`src/rtl/vga_fb_pkg.sv`:
```
// Shared constants and types for the VGA frame-buffer arbiter: screen timing, frame-buffer
// geometry, pixel codes and the bank-swap state encoding.
package vga_fb_pkg;

  localparam int unsigned FB_W     = 160;
  localparam int unsigned FB_H     = 120;
  localparam int unsigned H_ACT0   = 160;
  localparam int unsigned V_ACT0   = 41;
  localparam int unsigned H_TOTAL  = 800;
  localparam int unsigned V_TOTAL  = 521;
  localparam int unsigned PREFETCH = 4;

  localparam int unsigned FB_PIXELS = FB_W * FB_H;

  // Each frame-buffer pixel covers 4 screen columns; reads run PREFETCH cycles ahead.
  localparam int unsigned SLOT_H_FIRST = H_ACT0 - PREFETCH;
  localparam int unsigned SLOT_H_LAST  = H_ACT0 + 4 * FB_W - 4 - PREFETCH;
  localparam int unsigned V_ACT_LAST   = V_ACT0 + 4 * FB_H - 1;

  typedef enum logic [1:0] {
    PixBlack = 2'b00,
    PixDark  = 2'b01,
    PixLight = 2'b10,
    PixWhite = 2'b11
  } pix_code_e;

  typedef enum logic {
    StIdle,
    StPending
  } swap_state_e;

endpackage

```
`src/rtl/vga_fb_addr_gen.sv`:
```
// Combinational (row, col) to linear frame-buffer address, row*160 done as shift-add,
// with a flag telling whether the coordinate lies inside the frame buffer.
module vga_fb_addr_gen
  import vga_fb_pkg::*;
(
  input  logic [6:0]  row,
  input  logic [7:0]  col,
  output logic [14:0] addr,
  output logic        in_range
);

  assign addr     = (15'(row) << 7) + (15'(row) << 5) + 15'(col);
  assign in_range = (row < 7'(FB_H)) && (col < 8'(FB_W));

endmodule

```
`src/rtl/vga_fb_arbiter.sv`:
```
// Time-shares a single-port double-banked frame memory between VGA scan-out reads (fixed
// slots) and camera writes, and swaps front/back banks at the frame boundary.
module vga_fb_arbiter
  import vga_fb_pkg::*;
(
  input  logic        clk_25,
  input  logic        rst,
  input  logic [9:0]  h_count,
  input  logic [9:0]  v_count,
  input  logic        wr_valid,
  input  logic [14:0] wr_addr,
  input  logic [1:0]  wr_data,
  output logic        wr_ready,
  input  logic        frame_done,
  output logic        swap_ack,
  output logic        front_bank,
  output logic [15:0] mem_addr,
  output logic        mem_we,
  output logic [1:0]  mem_wdata,
  input  logic [1:0]  mem_rdata,
  output logic [1:0]  data
);

  logic [9:0]  h_off, v_off;
  logic [6:0]  row;
  logic [7:0]  col;
  logic [14:0] rd_addr;
  logic        rd_in_range;
  logic        row_act, slot, capture, transfer, boundary;
  logic        wr_accept, wr_in_range;
  logic [15:0] mem_addr_q;
  logic [1:0]  hold_q;
  swap_state_e state_q;

  assign h_off = h_count - 10'(SLOT_H_FIRST);
  assign v_off = v_count - 10'(V_ACT0);
  assign row   = 7'(v_off >> 2);
  assign col   = 8'(h_off >> 2);

  vga_fb_addr_gen u_rd_addr (
    .row      (row),
    .col      (col),
    .addr     (rd_addr),
    .in_range (rd_in_range)
  );

  assign row_act = (v_count >= 10'(V_ACT0)) && (v_count <= 10'(V_ACT_LAST));
  assign slot    = row_act && (h_count >= 10'(SLOT_H_FIRST)) && (h_count <= 10'(SLOT_H_LAST))
                   && (h_count[1:0] == 2'b00) && rd_in_range;
  // Memory data returns one cycle after the slot; it reaches the pins two cycles later.
  assign capture  = row_act && (h_count >= 10'(SLOT_H_FIRST + 1))
                    && (h_count <= 10'(SLOT_H_LAST + 1)) && (h_count[1:0] == 2'b01);
  assign transfer = row_act && (h_count >= 10'(SLOT_H_FIRST + 3))
                    && (h_count <= 10'(SLOT_H_LAST + 3)) && (h_count[1:0] == 2'b11);
  assign boundary = (h_count == 10'(H_TOTAL - 1)) && (v_count == 10'(V_TOTAL - 1));

  assign wr_ready    = ~slot && (state_q == StIdle);
  assign wr_accept   = wr_valid && wr_ready;
  assign wr_in_range = wr_addr < 15'(FB_PIXELS);

  always_comb begin
    mem_addr  = mem_addr_q;
    mem_we    = 1'b0;
    mem_wdata = PixBlack;
    if (slot) begin
      mem_addr = {front_bank, rd_addr};
    end else if (wr_accept) begin
      mem_addr  = {~front_bank, wr_addr};
      mem_we    = wr_in_range;
      mem_wdata = wr_data;
    end
  end

  always_ff @(posedge clk_25 or posedge rst) begin
    if (rst) begin
      mem_addr_q <= '0;
      hold_q     <= PixBlack;
      data       <= PixBlack;
    end else begin
      if (slot || wr_accept) mem_addr_q <= mem_addr;
      if (capture) hold_q <= mem_rdata;
      if (h_count == 10'(H_TOTAL - 1)) begin
        data <= PixBlack;
      end else if (transfer) begin
        data <= hold_q;
      end
    end
  end

  always_ff @(posedge clk_25 or posedge rst) begin
    if (rst) begin
      state_q    <= StIdle;
      front_bank <= 1'b0;
      swap_ack   <= 1'b0;
    end else begin
      swap_ack <= 1'b0;
      case (state_q)
        StIdle: begin
          if (frame_done) state_q <= StPending;
        end
        StPending: begin
          if (boundary) begin
            front_bank <= ~front_bank;
            swap_ack   <= 1'b1;
            state_q    <= StIdle;
          end
        end
        default: state_q <= StIdle;
      endcase
    end
  end

endmodule

```
`config.mk`:
```
export PLATFORM = sky130hd
export DESIGN_NAME = vga_fb_arbiter
export DESIGN_NICKNAME = d
export VERILOG_FILES = /design/src/rtl/vga_fb_pkg.sv /design/src/rtl/vga_fb_addr_gen.sv /design/src/rtl/vga_fb_arbiter.sv
export SDC_FILE = /design/constraint.sdc
export NUM_CORES = 1
export LEC_CHECK = 0
export CAP_MARGIN = 40
export CORE_MARGIN = 2
export CORE_UTILIZATION = 43
export CTS_CLUSTER_DIAMETER = 120
export CTS_CLUSTER_SIZE = 14
export DETAILED_ROUTE_END_ITERATION = 8
export PLACE_DENSITY = 0.78
export SLEW_MARGIN = 20
export SYNTH_ARGS = -nofsm -noshare
export SYNTH_HDL_FRONTEND = slang
export SYNTH_HIERARCHICAL = 1
export SYNTH_SLANG_ARGS = --single-unit
```
`constraint.sdc`:
```
create_clock -name clk_25 -period 4.02 [get_ports clk_25]
set_input_delay 0.804 -clock clk_25 [delete_from_list [all_inputs] [get_ports clk_25]]
set_output_delay 0.804 -clock clk_25 [all_outputs]
set_load 0.03 [all_outputs]
```
# [Yosys cells after proc, flatten, opt, wreduce, memory -nomap -nowiden]
# Index checks and enable logic that the tools add are counted.
[totals] out_inout_bits=24 word_cells=60 input_bits=43 register_bits=23
[op_classes] n_addsub=4 reduce_logical=19 n_bitwise=3 eq_ne=4 order_cmp=11 n_mux=13
[op_table] op="less-or-equal comparator 10 bit, second input constant" n=4
[op_table] op="two-way mux 16 bit" n=2
[op_table] op=">= comparator 10 x 8 -> 1 bit, second input constant" n=3
[op_table] op="equality test 10 bit, second input constant" n=2
[op_table] op="adder 14 x 12 -> 15 bit" n=1
[op_table] op="adder 15 x 8 -> 15 bit" n=1
[op_table] op="logical AND 1 bit" n=15
[op_table] op="< comparator 15 bit, second input constant" n=1
[op_table] op=">= comparator 10 x 6 -> 1 bit, second input constant" n=1
[op_table] op="subtractor 10 x 8 -> 10 bit, second input constant" n=1
[op_table] op="subtractor 9 x 6 -> 9 bit, second input constant" n=1
[op_table] op="< comparator 8 bit, second input constant" n=1
[op_table] op="two-way mux 2 bit" n=4
[op_table] op="< comparator 7 bit, second input constant" n=1
[op_table] op="two-way mux 1 bit" n=6
[op_table] op="NOT 1 bit" n=3
[op_table] op="equality test 2 x 1 -> 1 bit, second input constant" n=1
[op_table] op="equality test 2 bit, second input constant" n=1
[op_table] op="logical NOT 2 bit" n=1
[op_table] op="one-hot mux 1 bit (2 select lines)" n=1
[op_table] op="AND reduction 2 bit" n=1
[op_table] op="nonzero test 2 bit" n=1
[op_table] op="logical OR 1 bit" n=1

# [Depth between registers and ports, before layout]
[logic_depth] word_depth=11 mapped_depth=14 depth_no_buf=14

# [Hierarchy]
# The synthesis kept the hierarchy.
[modules_own_cells] module="vga_fb_arbiter" area_each_um2=1654.1 n_inst=1 cells_per_inst=175 seq_area_each_um2=575.6
[modules_own_cells] module="vga_fb_addr_gen" area_each_um2=480.5 n_inst=1 cells_per_inst=61 seq_area_each_um2=0.0

# [Worst setup path before layout]
# No wires, ideal clock.
[synth_timing] kind="input -> output" from="input port v_count[2]" to="output port mem_addr[13]" n_path_buf=0 stages=12 arrival_ns=3.678 slack_ns=-0.462 required_time_ns=3.216 cell_sequence="o31a_1 > o21ai_2 > nand2b_1 > or2_2 > xnor2_1 > ha_1 > ha_1 > or3_1 > o211ai_1 > xnor2_1 > nand4_1 > o21ai_1"
[synth_between] elab_cells_between_ends=17 classes_between="add/sub: 3; order compare: 3; mux: 2; bitwise: 1; reduce/logical: 8"
[synth_rtl] item="start, declared" line_no="vga_fb_arbiter.sv:9" source="input logic [9:0] v_count,"
[synth_rtl] item="subtractor 9 x 6 -> 9 bit" line_no="vga_fb_arbiter.sv:36" source="assign v_off = v_count - 10'(V_ACT0);"
[synth_rtl] item="named net v_off[8]" line_no="vga_fb_arbiter.sv:24" source="logic [9:0] h_off, v_off;"
[synth_rtl] item="adder 14 x 12 -> 15 bit" line_no="vga_fb_addr_gen.sv:12" source="assign addr = (15'(row) << 7) + (15'(row) << 5) + 15'(col);"
[synth_rtl] item="adder 15 x 8 -> 15 bit" line_no="vga_fb_addr_gen.sv:12"
[synth_rtl] item="named net rd_addr[13]" line_no="vga_fb_arbiter.sv:27" source="logic [14:0] rd_addr;"
[synth_rtl] item="two-way mux 16 bit" line_no="vga_fb_arbiter.sv:65" source="if (slot) begin"
[synth_rtl] item="end, declared" line_no="vga_fb_arbiter.sv:17" source="output logic [15:0] mem_addr,"
# The timed path passes the listed nets, and every way through them passes these cells.

# [Worst setup path after layout]
[layout_timing] from="input port v_count[2]" to="output port mem_addr[12]"
# The elaborated chain is that of the path after synthesis.

==> results.json <==
{
  "wl_per_cell_um": 18.0,
  "ys_ff_latch": 23,
  "dp.final_hpwl_um": 5020,
  "use_met1_pct": 30.1,
  "hold_class": "register to register",
  "synth_warnings": 6,
  "ir_worst_vdd_uv": 261,
  "first_global_vias": 2559,
  "fin_ws_ns": -0.592,
  "fillers": 304,
  "setup.worst_path.end_class": "output port",
  "p_per_area_nw_per_um2": 379,
  "die-area_um2": 5540,
  "cts_tree": "yes",
  "portBuffers": 66,
  "startpoint_type": "input port",
  "syn-num-nets": 296,
  "antenna_found_initial": 0,
  "via_per_inst": 5.69,
  "coreArea_um2": 4750,
  "syn_area_um2": 2130,
  "fmax_mhz": 217,
  "crit_arrival_ns": 3.81,
  "rsz0062_at_grt": "yes",
  "timing.final.hold_violations": 0,
  "area_delta_synth_final_pct": 81.2,
  "drc_errors": 0,
  "antenna_left": 0,
  "fp.dieH_um": 74.5,
  "synth_edf_count": 0,
  "row_count": 25,
  "cap_violations": 0,
  "max_slew_margin_pct": 70.1,
  "grt_pass1_wl_um": 11600,
  "cts_buffers": 3,
  "grt_max_degree": 19,
  "path_clk_slew_ns": 0.09,
  "final_nets": 432,
  "htree_levels": 1,
  "first_pass_iters": 4,
  "syn_avg_cell_area_um2": 9.04,
  "outcome": "finished, violations left",
  "finalMaxSlewViolations": 0,
  "crit_fanout": 5,
  "synth_cell_type_count": 49,
  "period_needed_ns": 4.61,
  "vias": 2491,
  "netlist_instances": 236,
  "place_congestion": 0.901,
  "cts_buffer_depth": 2,
  "cts_root_buf": "clkbuf_8",
  "regArea_um2": 576,
  "grt_overflow": 0,
  "setup_viol": 20,
  "track_usage_pct": 27.3,
  "grt_use_met2_pct": 52.6,
  "violations": "setup timing",
  "wl_um": 7880,
  "busiest_layer": "met2",
  "async_reset_ff_share_pct": 100,
  "worstSkewPairLatency_ns": 0.27,
  "cp.required_ns": 3.22,
  "initial_core_util_pct": 44.9,
  "multiInputGateArea_um2": 1730,
  "cts.sinks": 23,
  "drive_gt1_share_pct": 46.1,
  "crit_type": "input port to output port",
  "synthFlopType": "dfrtp_1",
  "antennaDiodeCount": 0,
  "die_w_um": 74.5,
  "drt-initial-drc-count": 98,
  "seq_area_frac_synth_pct": 27.0,
  "p_leak_nw": 1.81,
  "io_pins": 67,
  "total_power_mw": 1.47,
  "place_ws_ns": -0.802,
  "gr-usage-met3_pct": 2.57,
  "skew_ns": 0.000913,
  "post-route-period-util_pct": 115,
  "tightestPinTransition_ns": 0.444
}
## power by group
part	switching (mW)	internal, mW	total, mW
logic	0.500	0.480	0.980
registers	0.0262	0.306	0.332
clock network	0.0841	0.0695	0.154
total	0.610	0.856	1.47
## sequential cells by signal, summed over array words and instances, names as in the netlist
register,flops
mem_addr_q,16
data,2
hold_q,2
front_bank,1
state_q,1
swap_ack,1
## synth_stat cells, drive strengths merged (3+ instances only)
cell     n  share of area [%]
nand3    4                1.2
nor2b    3                1.2
clkbuf   4               0.70
dfrtp   23                 27
inv     13                2.3
or4      3                1.2
xor2     7                2.9
o211ai   5                1.8
nor2    10                1.8
o21ai   34                8.9
nand3b   3                1.1
mux2i   17                8.0
nand2b   3               0.88
buf     11                4.6
a21oi    8                1.9
nand2   12                2.1
nand4   18                5.3
nor3     5                1.4
ha      15                8.8
o31a     3                1.2
xnor2    9                3.7
## critical path, cell delays in order
cell	delay (ns)
buf_6	0.09
o31a_1	0.37
xnor2_1	0.26
inv_1	0.11
fa_2	0.59
fa_2	0.27
nor2b_4	0.05
o31a_1	0.25
or4_4	0.48
nand3_2	0.09
nand4_1	0.17
o21ai_4	0.12
buf_6	0.15
## what timing repair did
action,in CTS,in global routing
setup endpoints to repair,20,20
pin swaps,37,14
cloned,2,0
resized for setup,119,17
buffers inserted,14,12
hold buffers,0,0
## stage by stage
step | util [%] | setup TNS (ns) | cells | instance area, um2 | hold slack [ns]
2_1_floorplan | - | -0.271 | 236 | 2250 | 0.458
3_3_place_gp | 68.4 | -10.77 | 407 | 3250 | 0.470
3_5_place_dp | 69.0 | -11.77 | 408 | 3280 | 0.500
4_1_cts | 78.9 | -3.66 | 427 | 3750 | 0.521
5_1_grt | 81.3 | -8.48 | 438 | 3870 | 0.521
6_report | 81.3 | -7.13 | 438 | 3870 | 0.512
## layer usage
metal / vias to the layer above / part of all wire [%]
met5: - / 0
met3: 26 / 4.3
met1: 1215 / 38
met2: 106 / 54
met4: 0 / 3.6
li1: 1144 / -
## cell usage in the layout (no fill, tap or decap), drive strengths merged, types with 3 or more instances in the layout
cell           netlist  final
dlygate4sd2          0      3
o211ai               5      5
nand3                4      4
a21oi                8      8
clkbuf               4      4
o21ai               34     34
xor2                 7      7
or4                  3      3
o31a                 3      3
nor2                10     10
xnor2                9      9
dfrtp               23     23
clkdlybuf4s50        0     33
nand2b               3      3
ha                  15     15
mux2i               17     17
nand4               18     18
nor3                 5      5
nand3b               3      3
nor2b                3      3
inv                 13     13
buf                 11    105
nand2               12     12
## layout make-up
class	instances	share of cell area (%)
Timing Repair Buffer	146	35.8
Clock buffer	3	1.07
Clock inverter	1	0.129
Multi-Input combinational cell	185	44.7
Tap cell	67	2.17
Inverter	13	1.26
Sequential cell	23	14.9
## final timing paths
check                           cells after the start             end  slack, ns       start
worst max register to register                      4  mem_addr_q[11]       2.42     state_q
worst min register to register                      1       hold_q[0]       0.51   hold_q[0]
min in group asynchronous                           2   mem_addr_q[4]       0.78         rst
worst max-delay path                               13    mem_addr[12]      -0.59  v_count[2]
worst min-delay path                                1       hold_q[0]       0.51   hold_q[0]
max in group asynchronous                           3   mem_addr_q[8]       2.83         rst
## cell families (layout without fill, tap and decap cells)
group	after synthesis	after routing	synth area share, %
xor gates and xnor gates	16	16	6.57
adders and majority gates	17	17	10.7
AOI/OAI and AO/OA	62	62	18.9
muxes	19	19	9.03
buffers and inverters	28	163	7.62
and+or+nand+nor	71	71	20.2
DFF	23	23	27.0
(Power assumes the default switching activity.)
